--- src/rtl/i2s_adc_rx_if.sv ---
// Stereo sample stream from the I2S ADC receiver toward the capture path.
// The receiver is the master (drives data/valid); the sink is the slave (drives ready).
interface i2s_adc_rx_if #(
  parameter int unsigned DATA_WIDTH = 16
);
  logic [DATA_WIDTH-1:0] out_left;
  logic [DATA_WIDTH-1:0] out_right;
  logic                  out_valid;
  logic                  out_ready;

  modport master (
    output out_left,
    output out_right,
    output out_valid,
    input  out_ready
  );

  modport slave (
    input  out_left,
    input  out_right,
    input  out_valid,
    output out_ready
  );
endinterface

--- src/rtl/i2s_adc_rx.sv ---
// WM8731 ADC-path I2S receiver: synchronizes codec-mastered BCLK/LRCK/DAT, deserializes
// left/right words and buffers complete stereo pairs in a small FIFO with a valid/ready drain.
module i2s_adc_rx #(
  parameter int unsigned DATA_WIDTH = 16,
  parameter int unsigned FIFO_DEPTH = 4
) (
  input  logic              clk,
  input  logic              reset_n,
  input  logic              enable,
  input  logic              adc_bclk,
  input  logic              adc_lrck,
  input  logic              adc_dat,
  i2s_adc_rx_if.master      stream,
  output logic              overflow,
  input  logic              overflow_clr
);

  localparam int unsigned CntW = $clog2(DATA_WIDTH + 1);
  localparam int unsigned PtrW = $clog2(FIFO_DEPTH);
  localparam int unsigned PairW = 2 * DATA_WIDTH;
  localparam logic [CntW-1:0] FullCnt = CntW'(DATA_WIDTH);

  typedef enum logic [1:0] {
    StSyncWait,
    StLeft,
    StRight
  } state_e;

  // Synchronizers: all three codec lines share the same depth so they stay aligned.
  logic [1:0] bclk_sync;
  logic [1:0] lrck_sync;
  logic [1:0] dat_sync;
  logic       bclk_prev;
  logic       bclk_rise;
  logic       lrck;
  logic       dat;

  always_ff @(posedge clk or negedge reset_n) begin
    if (!reset_n) begin
      bclk_sync <= '0;
      lrck_sync <= '0;
      dat_sync  <= '0;
      bclk_prev <= 1'b0;
    end else begin
      bclk_sync <= {bclk_sync[0], adc_bclk};
      lrck_sync <= {lrck_sync[0], adc_lrck};
      dat_sync  <= {dat_sync[0], adc_dat};
      bclk_prev <= bclk_sync[1];
    end
  end

  assign bclk_rise = bclk_sync[1] & ~bclk_prev;
  assign lrck      = lrck_sync[1];
  assign dat       = dat_sync[1];

  // Deserializer state
  state_e                state_q, state_d;
  logic                  lrck_prev_q, lrck_prev_d;
  logic [CntW-1:0]       bit_cnt_q, bit_cnt_d;
  logic [DATA_WIDTH-1:0] shift_q, shift_d;
  logic [DATA_WIDTH-1:0] left_q, left_d;
  logic                  pushed_q, pushed_d;
  logic                  push_q, push_d;
  logic [PairW-1:0]      push_data_q, push_data_d;

  logic                  lrck_changed;
  logic                  cnt_room;
  logic [CntW-1:0]       bit_pos;
  logic [DATA_WIDTH-1:0] shift_in;

  always_ff @(posedge clk or negedge reset_n) begin
    if (!reset_n) begin
      state_q     <= StSyncWait;
      lrck_prev_q <= 1'b0;
      bit_cnt_q   <= '0;
      shift_q     <= '0;
      left_q      <= '0;
      pushed_q    <= 1'b0;
      push_q      <= 1'b0;
      push_data_q <= '0;
    end else begin
      state_q     <= state_d;
      lrck_prev_q <= lrck_prev_d;
      bit_cnt_q   <= bit_cnt_d;
      shift_q     <= shift_d;
      left_q      <= left_d;
      pushed_q    <= pushed_d;
      push_q      <= push_d;
      push_data_q <= push_data_d;
    end
  end

  always_comb begin
    state_d     = state_q;
    lrck_prev_d = lrck_prev_q;
    bit_cnt_d   = bit_cnt_q;
    shift_d     = shift_q;
    left_d      = left_q;
    pushed_d    = pushed_q;
    push_d      = 1'b0;
    push_data_d = push_data_q;

    lrck_changed = lrck ^ lrck_prev_q;
    cnt_room     = bit_cnt_q < FullCnt;
    bit_pos      = FullCnt - CntW'(1) - bit_cnt_q;
    // Bits land at their final MSB-first position, so a short word is already left-aligned.
    shift_in     = shift_q | ({{(DATA_WIDTH-1){1'b0}}, dat} << bit_pos);

    if (!enable) begin
      state_d  = StSyncWait;
      pushed_d = 1'b0;
      if (bclk_rise) begin
        lrck_prev_d = lrck;
      end
    end else if (bclk_rise) begin
      lrck_prev_d = lrck;
      unique case (state_q)
        StSyncWait: begin
          if (!lrck && lrck_prev_q) begin
            state_d   = StLeft;
            bit_cnt_d = '0;
            shift_d   = '0;
          end
        end
        StLeft: begin
          if (lrck_changed) begin
            left_d    = shift_q;
            shift_d   = '0;
            bit_cnt_d = '0;
            pushed_d  = 1'b0;
            state_d   = StRight;
          end else if (cnt_room) begin
            shift_d   = shift_in;
            bit_cnt_d = bit_cnt_q + CntW'(1);
          end
        end
        StRight: begin
          if (lrck_changed) begin
            if (!pushed_q) begin
              push_d      = 1'b1;
              push_data_d = {left_q, shift_q};
            end
            shift_d   = '0;
            bit_cnt_d = '0;
            state_d   = StLeft;
          end else if (cnt_room) begin
            shift_d   = shift_in;
            bit_cnt_d = bit_cnt_q + CntW'(1);
            // Push as soon as the right word is complete; the LRCK change then skips it.
            if (!pushed_q && (bit_cnt_q == FullCnt - CntW'(1))) begin
              push_d      = 1'b1;
              push_data_d = {left_q, shift_in};
              pushed_d    = 1'b1;
            end
          end
        end
        default: state_d = StSyncWait;
      endcase
    end
  end

  // Pair FIFO
  logic [PairW-1:0] mem [FIFO_DEPTH];
  logic [PtrW:0]    wr_ptr_q;
  logic [PtrW:0]    rd_ptr_q;
  logic [PairW-1:0] last_q;
  logic [PairW-1:0] head;
  logic [PairW-1:0] shown;
  logic             empty;
  logic             full;
  logic             do_push;
  logic             do_pop;

  assign empty   = (wr_ptr_q == rd_ptr_q);
  assign full    = (wr_ptr_q[PtrW] != rd_ptr_q[PtrW]) &&
                   (wr_ptr_q[PtrW-1:0] == rd_ptr_q[PtrW-1:0]);
  // A pop in the same cycle does not make room for a push into a full FIFO.
  assign do_push = push_q & ~full;
  assign do_pop  = ~empty & stream.out_ready;
  assign head    = mem[rd_ptr_q[PtrW-1:0]];

  always_ff @(posedge clk or negedge reset_n) begin
    if (!reset_n) begin
      wr_ptr_q <= '0;
      rd_ptr_q <= '0;
      last_q   <= '0;
      overflow <= 1'b0;
    end else begin
      if (do_push) begin
        wr_ptr_q <= wr_ptr_q + 1'b1;
      end
      if (do_pop) begin
        rd_ptr_q <= rd_ptr_q + 1'b1;
        last_q   <= head;
      end
      if (push_q && full) begin
        overflow <= 1'b1;
      end else if (overflow_clr) begin
        overflow <= 1'b0;
      end
    end
  end

  always_ff @(posedge clk) begin
    if (do_push) begin
      mem[wr_ptr_q[PtrW-1:0]] <= push_data_q;
    end
  end

  // When empty, keep presenting the most recently popped pair.
  assign shown            = empty ? last_q : head;
  assign stream.out_valid = ~empty;
  assign stream.out_left  = shown[PairW-1:DATA_WIDTH];
  assign stream.out_right = shown[DATA_WIDTH-1:0];

endmodule
--- src/flat_wrapper.sv ---
// flat-port wrapper written by rule: the top's interface ports become plain ports
module i2s_adc_rx_flat 
#(
  parameter int unsigned DATA_WIDTH = 16,
  parameter int unsigned FIFO_DEPTH = 4
)
  (clk, reset_n, enable, adc_bclk, adc_lrck, adc_dat, overflow, overflow_clr, stream_out_left, stream_out_right, stream_out_valid, stream_out_ready);
  i2s_adc_rx_if #(.DATA_WIDTH(DATA_WIDTH)) stream_i ();
  input  logic clk;
  input  logic reset_n;
  input  logic enable;
  input  logic adc_bclk;
  input  logic adc_lrck;
  input  logic adc_dat;
  output logic overflow;
  input  logic overflow_clr;
  output wire logic [$bits(stream_i.out_left)-1:0] stream_out_left;
  output wire logic [$bits(stream_i.out_right)-1:0] stream_out_right;
  output wire logic [$bits(stream_i.out_valid)-1:0] stream_out_valid;
  input wire logic [$bits(stream_i.out_ready)-1:0] stream_out_ready;
  assign stream_out_left = stream_i.out_left;
  assign stream_out_right = stream_i.out_right;
  assign stream_out_valid = stream_i.out_valid;
  assign stream_i.out_ready = stream_out_ready;
  i2s_adc_rx #(.DATA_WIDTH(DATA_WIDTH), .FIFO_DEPTH(FIFO_DEPTH)) u_core (.clk(clk), .reset_n(reset_n), .enable(enable), .adc_bclk(adc_bclk), .adc_lrck(adc_lrck), .adc_dat(adc_dat), .stream(stream_i), .overflow(overflow), .overflow_clr(overflow_clr));
endmodule
--- config.mk ---
export PLATFORM = sky130hd
export DESIGN_NAME = i2s_adc_rx_flat
export DESIGN_NICKNAME = d
export VERILOG_FILES = /design/src/rtl/i2s_adc_rx_if.sv /design/src/rtl/i2s_adc_rx.sv /design/src/flat_wrapper.sv
export SDC_FILE = /design/constraint.sdc
export NUM_CORES = 1
export LEC_CHECK = 0
export BUFFER_PORTS_ARGS = -buffer_cell sky130_fd_sc_hd__buf_4
export CAP_MARGIN = 20
export CORE_AREA = 2 2 162 164
export DETAILED_ROUTE_END_ITERATION = 8
export DIE_AREA = 0 0 164 166
export HOLD_SLACK_MARGIN = 0.08
export PLACE_DENSITY = 0.52
export RECOVER_POWER = 100
export SLEW_MARGIN = 20
export SYNTH_ARGS = -nofsm -noshare
export SYNTH_HDL_FRONTEND = slang
export SYNTH_SLANG_ARGS = --single-unit
--- constraint.sdc ---
create_clock -name clk -period 2.65 [get_ports clk]
set_clock_uncertainty 0.1 [all_clocks]
set_input_delay 0.265 -clock clk [delete_from_list [all_inputs] [get_ports clk]]
set_output_delay 0.265 -clock clk [all_outputs]
set_load 0.05 [all_outputs]
==> results of run 1 <==
-- registers in the layout, indices dropped and copies added, names as in the netlist --
signal / flops
u_core.shift_q: 16
u_core.bclk_sync: 2
u_core.wr_ptr_q: 3
u_core.push_q: 1
u_core.rd_ptr_q: 3
u_core.last_q: 32
u_core.mem: 128
u_core.bclk_prev: 1
u_core.left_q: 16
u_core.push_data_q: 32
u_core.lrck_prev_q: 1
u_core.pushed_q: 1
u_core.bit_cnt_q: 5
u_core.lrck_sync: 2
u_core.state_q: 2
u_core.dat_sync: 2
u_core.overflow: 1
-- metrics by stage --
step	util	power, W	hold WS (ns)	std cells
floorplan	-	0.00756	-0.131	584
global placement	0.422	0.00853	0.233	952
detailed placement	0.422	0.00859	0.236	952
CTS	0.459	0.0122	0.236	1009
global route	0.467	0.0131	0.260	1020
finish	0.467	0.0125	0.248	1020
-- routing by layer --
layer | wire [µm] | vias up
met5 | 0 | -
met4 | 313 | 0
met3 | 611 | 25
met2 | 9460 | 83
met1 | 8580 | 2754
li1 | - | 2364
-- timing repair --
item	4_1_cts	5_1_grt
hold endpoints to repair	49	0
gates resized for setup	13	21
buffers inserted	0	8
hold buffers	7	0
setup endpoints to repair	32	32
cloned	0	3
-- kinds of logic after synthesis --
family	share of synthesized area
muxes	0.203
DFF	0.684
AOI/OAI and AO/OA	0.0324
adders and majority gates	0.0137
buffers and inverters	0.0252
and+or+nand+nor	0.0356
xor gates and xnor gates	0.00612
-- final cells by class --
class	count	area [µm²]	area share
sequential	248	6850	0.572
tap	335	419	0.0350
timing repair buffer	79	832	0.0695
clock inverter	8	71.3	0.00596
clock buffer	42	762	0.0636
inverter	26	97.6	0.00815
multi-input combinational	282	2940	0.246
-- placed cells by master, fill, tap and decap left out, drive strengths merged, types with 2 or more instances in the layout --
cell         instances
a21oi               19
a31oi               11
a41oi                6
and2                10
and2b                2
buf                 63
clkbuf              51
clkinv               5
dfrtp              120
dlygate4sd3          7
edfxtp             128
ha                  11
inv                 28
mux2                98
mux2i               16
mux4                32
nand2                8
nand2b               3
nand3                5
nand3b               2
nand4                3
nand4b               2
nor2                21
nor2b                3
nor3                 3
nor4                 2
o21ai                7
xnor2                5
xor2                 2
-- worst min path at each step --
stage | end | start | cells past startpoint
after detailed placement | u_core.last_q[17] | reset_n | 1
after CTS | u_core.last_q[17] | reset_n | 2
final | u_core.dat_sync[1] | u_core.dat_sync[0] | 0
after global routing | u_core.dat_sync[1] | u_core.dat_sync[0] | 0
after global placement | u_core.lrck_sync[1] | u_core.lrck_sync[0] | 0
after floorplan | u_core.bclk_prev | reset_n | 0
-- power groups by stage --
stage               Combinational, W  Sequential [W]  Clock (W)
floorplan                    0.00304         0.00452          0
global placement             0.00396         0.00457          0
detailed placement           0.00400         0.00459          0
CTS                          0.00412         0.00452    0.00360
global route                 0.00475         0.00456    0.00376
finish                       0.00449         0.00452    0.00349
==> key figures, run 1 <==
Status
  – Status: completed

Logic synthesis
  – Flops & latches, synth: 248
  – Most frequent cell after synthesis: edfxtp_1
  – Main synth FF type: edfxtp_1
  – Top cells by count, synth: edfxtp_1, dfrtp_1, mux2_2, mux4_2, inv_1
  – Sequential-to-total area share from yosys stat: 0.684
  – Synth Cell Area: 0.0100 mm²
  – Post-synth EDFFs: 128
  – Post-synth net total: 603
  – Area contributors post-synth: edfxtp_1, dfrtp_1, mux2_2
  – Synth cell types: 45
  – Synth warnings: 0
  – Syn Inst Count: 584
  – Share of the synthesized area in the top cell type: 0.384
  – Post-synth top area cell: edfxtp_1
  – Syn Area/Cell: 17.2 µm²
  – Fraction of registers with async set/reset: 0.484

Clock network
  – # clock sinks: 248
  – Clock buffer depth: 3
  – Clock latency on the worst-skew pair: 0.52 ns
  – CTS Buf Count: 27
  – CTS tree: built
  – CTS root buf: clkbuf_16
  – CTS H-Tree Depth: 1
  – Clock slew at reported path FFs: 0.06 ns

Setup path
  – Critical path launch point type: register
  – Worst Path Arrival: 2.23 ns
  – Setup crit end: stream_out_right[13]
  – WS Path Type: register to primary output
  – CP bufs+invs: 3
  – Cells along the critical path: buf_12 -> buf_8 -> mux4_2 -> mux2_2 -> buf_4
  – Req. time, crit path: 2.29 ns
  – Critical path fanouts, max: 5
  – Crit-path leading delay family: multiplexers
  – Reg-to-reg startpoint: u_core.rd_ptr_q[0]
  – Endpoint class of the critical path: primary output
  – Reg-to-Reg End: u_core.mem[3][11]
  – CP peak stage delay: 0.51 ns
  – Worst R2R Path Depth: 5
  – Slowest CP cell: mux4_2
  – Start point of the critical path: u_core.rd_ptr_q[0]
  – Worst path depth: 5
  – R2r setup slk: 0.42 ns

Place
  – Routability cong.: 0.846
  – Dpl hpwl: 11,400 µm
  – DP Area: 0.0108 mm²
  – Count of input and output buffers: 41
  – Setup WS pre-CTS: 0.456 ns

Detailed routing
  – Via Count: 5,226
  – Antenna Nets Post-Route: 0
  – Wire per inst: 18.6 µm
  – Post-Route WL: 19,000 µm
  – Drt pass-1 iters: 4
  – DRT iter0 DRCs: 209
  – Vias per cell: 5.12
  – DRC viols: 0

Finish
  – Layout overhead on the synthesized area: 19.6%
  – Nets@finish: 683
  – Design Area, Final: 0.0120 mm²
  – Fill cells: 2,176
  – Layout cells sized above 1: 0.353
  – # diodes: 0

STA
  – Max_slew headroom: 0.189
  – Tmin final: 2.60 ns
  – Final Hold Fails: 0
  – Post-route setup TNS: 0 ns
  – Slew of the pin with the lowest slew margin: 1.22 ns
  – Setup violators final: 0
  – Setup ws final: 0.0527 ns
  – RSZ-0062 raised after global routing: yes
  – Tcrit/Tclk final: 0.980
  – Max frequency: 385 MHz
  – Max-slew violations: 0

Min path
  – HP Class: register to register

Power and ir drop
  – Sw power: 0.00405 W
  – Static leakage: 5.04 nW
  – Combinational power share: 0.359
  – Clock Power Share: 0.279
  – Power Density: 1040 mW/mm²
  – Worst VDD drop: 0.663 mV
  – Sw frac: 0.324
  – Int Power: 0.00845 W
  – Reg power frac: 0.362

GRT
  – GRT Max-Usage Layer: met2
  – Initial antenna violation count: 0
  – GR Layer Usage met3: 0.0212
  – Largest net degree at the start of global routing: 45
  – Grt met1 use: 0.190
  – GRT Util Overall: 0.139
  – Number of global-route vias before repair: 5,467
  – First-pass GRT wire length: 29,700 µm
  – Met2 Use GR: 0.231
  – GRT overflow: 0

Floorplan
  – # IOs: 42
  – Rows: 59
  – Die Area: 0.0272 mm²
  – Core Area: 0.0256 mm²
  – Die H: 166 µm
  – Die Wd: 164 µm
  – Initial Util: 0.391

Flow run
  – Max-cap violations: 0
Note: power is estimated with default switching activity, not from simulation.
==> run 2, diff against run 1 <==
Settings changed: CELL_PAD_IN_SITES_DETAIL_PLACEMENT from default to 1, CELL_PAD_IN_SITES_GLOBAL_PLACEMENT from default to 1, PLACE_DENSITY 0.52 to 0.59.
==> run 2 against run 1 <==
Fmax rose by 0.35%. First-iteration DRC count fell by 1.9%. Die area did not move. Largest cell class unchanged. Core utilization fell by 0.50 points. Clock-buffer cell count fell by 7. Combinational power fell by 5.1%. Critical path type unchanged. Clock power rose by 12%. Sequential share of layout area rose by 0.62 points. Largest power group unchanged. Sequential power barely moved. Critical endpoint is now stream_out_left[2]. Register-to-register slack got worse by 0.21 ns. Worst hold slack improved by 0.0016 ns. Critical path depth did not move.
==> key figures, run 2 (synthesis results as in run 1) <==
STA
  – Max-slew violations: 0
  – Tmin final: 2.59 ns
  – Max_slew headroom: 0.255
  – Tcrit/Tclk final: 0.977
  – Final Hold Fails: 0
  – Max frequency: 386 MHz
  – Setup ws final: 0.0619 ns
  – Post-route setup TNS: 0 ns
  – Slew of the pin with the lowest slew margin: 1.12 ns
  – Setup violators final: 0

Setup path
  – WS Path Type: register to primary output
  – CP peak stage delay: 0.51 ns
  – Endpoint class of the critical path: primary output
  – Critical path fanouts, max: 5
  – Critical path launch point type: register
  – Crit-path leading delay family: multiplexers
  – Req. time, crit path: 2.29 ns
  – Worst Path Arrival: 2.22 ns
  – Slowest CP cell: mux4_2
  – CP bufs+invs: 3
  – Cells along the critical path: buf_12 -> clkbuf_16 -> mux4_2 -> mux2_2 -> buf_6

Power and ir drop
  – Worst VDD drop: 0.669 mV
  – Pwr Total: 0.0127 W
  – Static leakage: 4.97 nW
  – Power Density: 1070 mW/mm²

GRT
  – GRT Util Overall: 0.150
  – Largest net degree at the start of global routing: 56
  – GRT overflow: 0
  – Number of global-route vias before repair: 5,742
  – Initial antenna violation count: 0
  – First-pass GRT wire length: 32,100 µm

Detailed routing
  – Drt pass-1 iters: 5
  – Antenna Nets Post-Route: 0
  – DRC viols: 0
  – Post-Route WL: 20,100 µm
  – Wire per inst: 19.8 µm
  – Vias per cell: 5.13
  – Via Count: 5,202
  – DRT iter0 DRCs: 205

Finish
  – Non-filler cells, final: 1,014
  – Most frequent cells in the layout: edfxtp_1, dfrtp_1, mux2_2
  – Layout cells sized above 1: 0.334
  – Layout overhead on the synthesized area: 18.3%
  – # diodes: 0
  – Nets@finish: 678
  – Commonest non-fill, non-tap cell in the layout: edfxtp_1
  – Max reg flops: 128
  – Fill cells: 2,433

Clock network
  – CTS H-Tree Depth: 1
  – Clock buffer depth: 3
  – CTS tree: built
  – # clock sinks: 248
  – CTS root buf: clkbuf_16
  – CTS Buf Count: 27
  – Clock latency on the worst-skew pair: 0.52 ns
  – Clock slew at reported path FFs: 0.06 ns

Status
  – Status: completed

Place
  – Dpl hpwl: 12,100 µm
  – Placed instance count: 951
  – Setup WS pre-CTS: 0.423 ns
  – Routability cong.: 0.838
  – Count of input and output buffers: 41

Floorplan
  – Initial Util: 0.391
  – Core Area: 0.0256 mm²
  – Die Area: 0.0272 mm²
  – # IOs: 42
  – Die H: 166 µm
  – Rows: 59
  – Die Wd: 164 µm

Min path
  – HP Class: register to register

Flow run
  – Max-cap violations: 0
[run 2: routing by layer]
| metal | share of wire | global-route usage |
|---|---|---|
| met5 | 0 | 0 |
| met1 | 0.44 | 0.200 |
| met3 | 0.033 | 0.0225 |
| met2 | 0.51 | 0.259 |
| met4 | 0.017 | 0.0336 |
[run 2: layout make-up]
class / instances / area [µm²] / share of cell area
sequential: 248 / 6850 / 0.578
multi-input combinational: 282 / 2880 / 0.243
clock buffer: 35 / 736 / 0.0621
timing repair buffer: 74 / 664 / 0.0561
tap: 335 / 419 / 0.0354
clock inverter: 14 / 203 / 0.0171
inverter: 26 / 97.6 / 0.00824
[run 2: what timing repair did]
action,4_1_cts,5_1_grt
setup buffers,2,3
endpoints found under the setup margin,32,32
gates cloned,1,1
gates resized for setup,4,14
hold endpoints to repair,47,0
hold buffers,7,0
[run 2: stage by stage]
| step | area, µm² | util | hold slack (ns) |
|---|---|---|---|
| floorplan | 10000 | - | -0.131 |
| global placement | 10800 | 0.422 | 0.208 |
| detailed placement | 10800 | 0.422 | 0.220 |
| CTS | 11900 | 0.464 | 0.215 |
| global route | 11800 | 0.462 | 0.254 |
| finish | 11800 | 0.462 | 0.249 |
[run 2: where the power goes]
part,switching (W),total (W),internal [W]
Combinational,0.00241,0.00426,0.00185
Sequential,0.000187,0.00453,0.00434
Clock,0.00148,0.00392,0.00244
Total,0.00408,0.0127,0.00864
[run 2: worst paths after layout]
check | from | end | slack [ns] | depth (start not counted)
min | u_core.lrck_sync[0] | u_core.lrck_sync[1] | 0.25 | 0
min reg2reg | u_core.lrck_sync[0] | u_core.lrck_sync[1] | 0.25 | 0
max | u_core.rd_ptr_q[0] | stream_out_left[2] | 0.06 | 5
max reg2reg | u_core.rd_ptr_q[0] | u_core.mem[2][9] | 0.21 | 5
min in group asynchronous | reset_n | u_core.overflow | 0.40 | 2
max in group asynchronous | reset_n | u_core.bclk_prev | 0.59 | 3
==> run 3, diff against run 2 <==
Settings changed: MAX_ROUTING_LAYER from default to met4.
==> run 3 against run 2 <==
Highest routed layer unchanged. Cell area unchanged. Sequential cell count unchanged. Register-to-register slack about the same. Core utilization unchanged. Clock power is essentially flat. Critical path depth is the same. Critical endpoint unchanged. Power about the same. Combinational power hardly changed. Die area stayed put.
==> key figures, run 3 (synthesis results as in run 1) <==
Status
  – Status: completed

Setup path
  – Start point of the critical path: u_core.rd_ptr_q[0]
  – Worst Path Arrival: 2.22 ns
  – Critical path launch point type: register
  – R2r setup slk: 0.21 ns
  – Reg-to-reg startpoint: u_core.rd_ptr_q[0]
  – Critical path fanouts, max: 5
  – Setup crit end: stream_out_left[2]
  – Endpoint class of the critical path: primary output
  – Req. time, crit path: 2.29 ns
  – WS Path Type: register to primary output
  – Reg-to-Reg End: u_core.mem[2][9]
  – Worst R2R Path Depth: 5

STA
  – Setup ws final: 0.0632 ns
  – Max-slew violations: 0
  – Tcrit/Tclk final: 0.976
  – Setup violators final: 0
  – Slew of the pin with the lowest slew margin: 1.12 ns
  – Max_slew headroom: 0.254
  – Tmin final: 2.59 ns
  – Max frequency: 387 MHz
  – Hold_ws: 0.249 ns
  – Final Hold Fails: 0

Clock network
  – CTS root buf: clkbuf_16
  – CTS tree: built
  – Clock latency on the worst-skew pair: 0.52 ns
  – CTS Buf Count: 27
  – Clock slew at reported path FFs: 0.06 ns
  – # clock sinks: 248
  – Clock buffer depth: 3
  – CTS H-Tree Depth: 1

Finish
  – Fill cells: 2,433
  – Non-filler cells, final: 1,014
  – Max reg flops: 128
  – Commonest non-fill, non-tap cell in the layout: edfxtp_1
  – Layout cells sized above 1: 0.334
  – Most frequent cells in the layout: edfxtp_1, dfrtp_1, mux2_2
  – Storage cell area: 0.00685 mm²
  – # diodes: 0
  – Nets@finish: 678
  – Layout overhead on the synthesized area: 18.3%
  – Area of the multi-input gates: 0.00288 mm²

Detailed routing
  – Wire per inst: 19.8 µm
  – Via Count: 5,199
  – DRC viols: 0
  – Antenna Nets Post-Route: 0
  – Drt pass-1 iters: 4
  – DRT iter0 DRCs: 223
  – Post-Route WL: 20,000 µm
  – Vias per cell: 5.13

GRT
  – Grt met1 use: 0.201
  – GRT Util Overall: 0.154
  – GR Layer Usage met3: 0.0225
  – Number of global-route vias before repair: 5,742
  – First-pass GRT wire length: 32,100 µm
  – Largest net degree at the start of global routing: 56
  – Met2 Use GR: 0.258
  – Initial antenna violation count: 0
  – GRT overflow: 0
  – GRT Max-Usage Layer: met2

Floorplan
  – Die Wd: 164 µm
  – Core Area: 0.0256 mm²
  – Initial Util: 0.391
  – Die H: 166 µm
  – # IOs: 42
  – Rows: 59
  – Die Area: 0.0272 mm²

Power and ir drop
  – Reg power frac: 0.356
  – Combinational power share: 0.335
  – Worst VDD drop: 0.669 mV
  – Power Density: 1070 mW/mm²
  – Clock Power Share: 0.309
  – Int Power: 0.00864 W
  – Sw power: 0.00408 W
  – Static leakage: 4.97 nW
  – Sw frac: 0.321

Place
  – Routability cong.: 0.851
  – Setup WS pre-CTS: 0.423 ns
  – Count of input and output buffers: 41
  – Placed instance count: 951
  – Dpl hpwl: 12,100 µm

Min path
  – HP Class: register to register

Flow run
  – Max-cap violations: 0
[run 3: cell counts in the layout (fill, tap and decap cells not counted)]
Identical to the previous run, type by type.
[run 3: layout make-up]
| type | instances | area share |
|---|---|---|
| Clock inverter | 14 | 0.0171 |
| Tap cell | 335 | 0.0354 |
| Inverter | 26 | 0.00824 |
| Clock buffer | 35 | 0.0621 |
| Sequential cell | 248 | 0.578 |
| Multi-Input combinational cell | 282 | 0.243 |
| Timing Repair Buffer | 74 | 0.0561 |
[run 3: layer usage]
metal | share of wire | wire, µm | up-vias
met5 | 0 | 0 | -
li1 | - | - | 2359
met2 | 0.50 | 10100 | 70
met4 | 0.017 | 344 | 0
met3 | 0.029 | 572 | 30
met1 | 0.45 | 9040 | 2740
[run 3: timing repair]
action                     in CTS  in global routing
hold buffers                    7                  0
gates resized for setup         4                 14
buffers inserted                2                  3
gates cloned                    1                  1
hold endpoints to repair       47                  0
setup endpoints to repair      32                 32
[run 3: power by group through the flow]
stage | logic, W | clock network [W] | registers [W]
finish | 0.00427 | 0.00393 | 0.00453
floorplan | 0.00304 | 0 | 0.00452
CTS | 0.00416 | 0.00403 | 0.00452
global placement | 0.00396 | 0 | 0.00457
global route | 0.00453 | 0.00417 | 0.00457
detailed placement | 0.00401 | 0 | 0.00460
[run 3: worst max-delay path, stage by stage (launching register included)]
cell       delay, ns
dfrtp_2         0.45
buf_12          0.15
clkbuf_16       0.15
mux4_2          0.51
mux2_2          0.29
buf_6           0.15
[run 3: metrics by stage]
stage	area, µm²	utilization	total power (W)	TNS, ns
after detailed placement	10800	0.422	0.00862	0
after floorplan	10000	-	0.00756	0
after CTS	11900	0.464	0.0127	0
after global placement	10800	0.422	0.00854	0
after global routing	11800	0.462	0.0133	-0.00721
final	11800	0.462	0.0127	0
[run 3: how the worst min path moves through the flow]
stage | start | slack, ns | endpoint | cells after the start
2_1_floorplan | reset_n | -0.13 | u_core.bclk_prev | 0
3_3_place_gp | reset_n | 0.21 | u_core.overflow | 1
3_5_place_dp | reset_n | 0.22 | u_core.overflow | 1
4_1_cts | reset_n | 0.22 | u_core.overflow | 2
5_1_grt | u_core.dat_sync[0] | 0.25 | u_core.dat_sync[1] | 0
6_report | u_core.lrck_sync[0] | 0.25 | u_core.lrck_sync[1] | 0
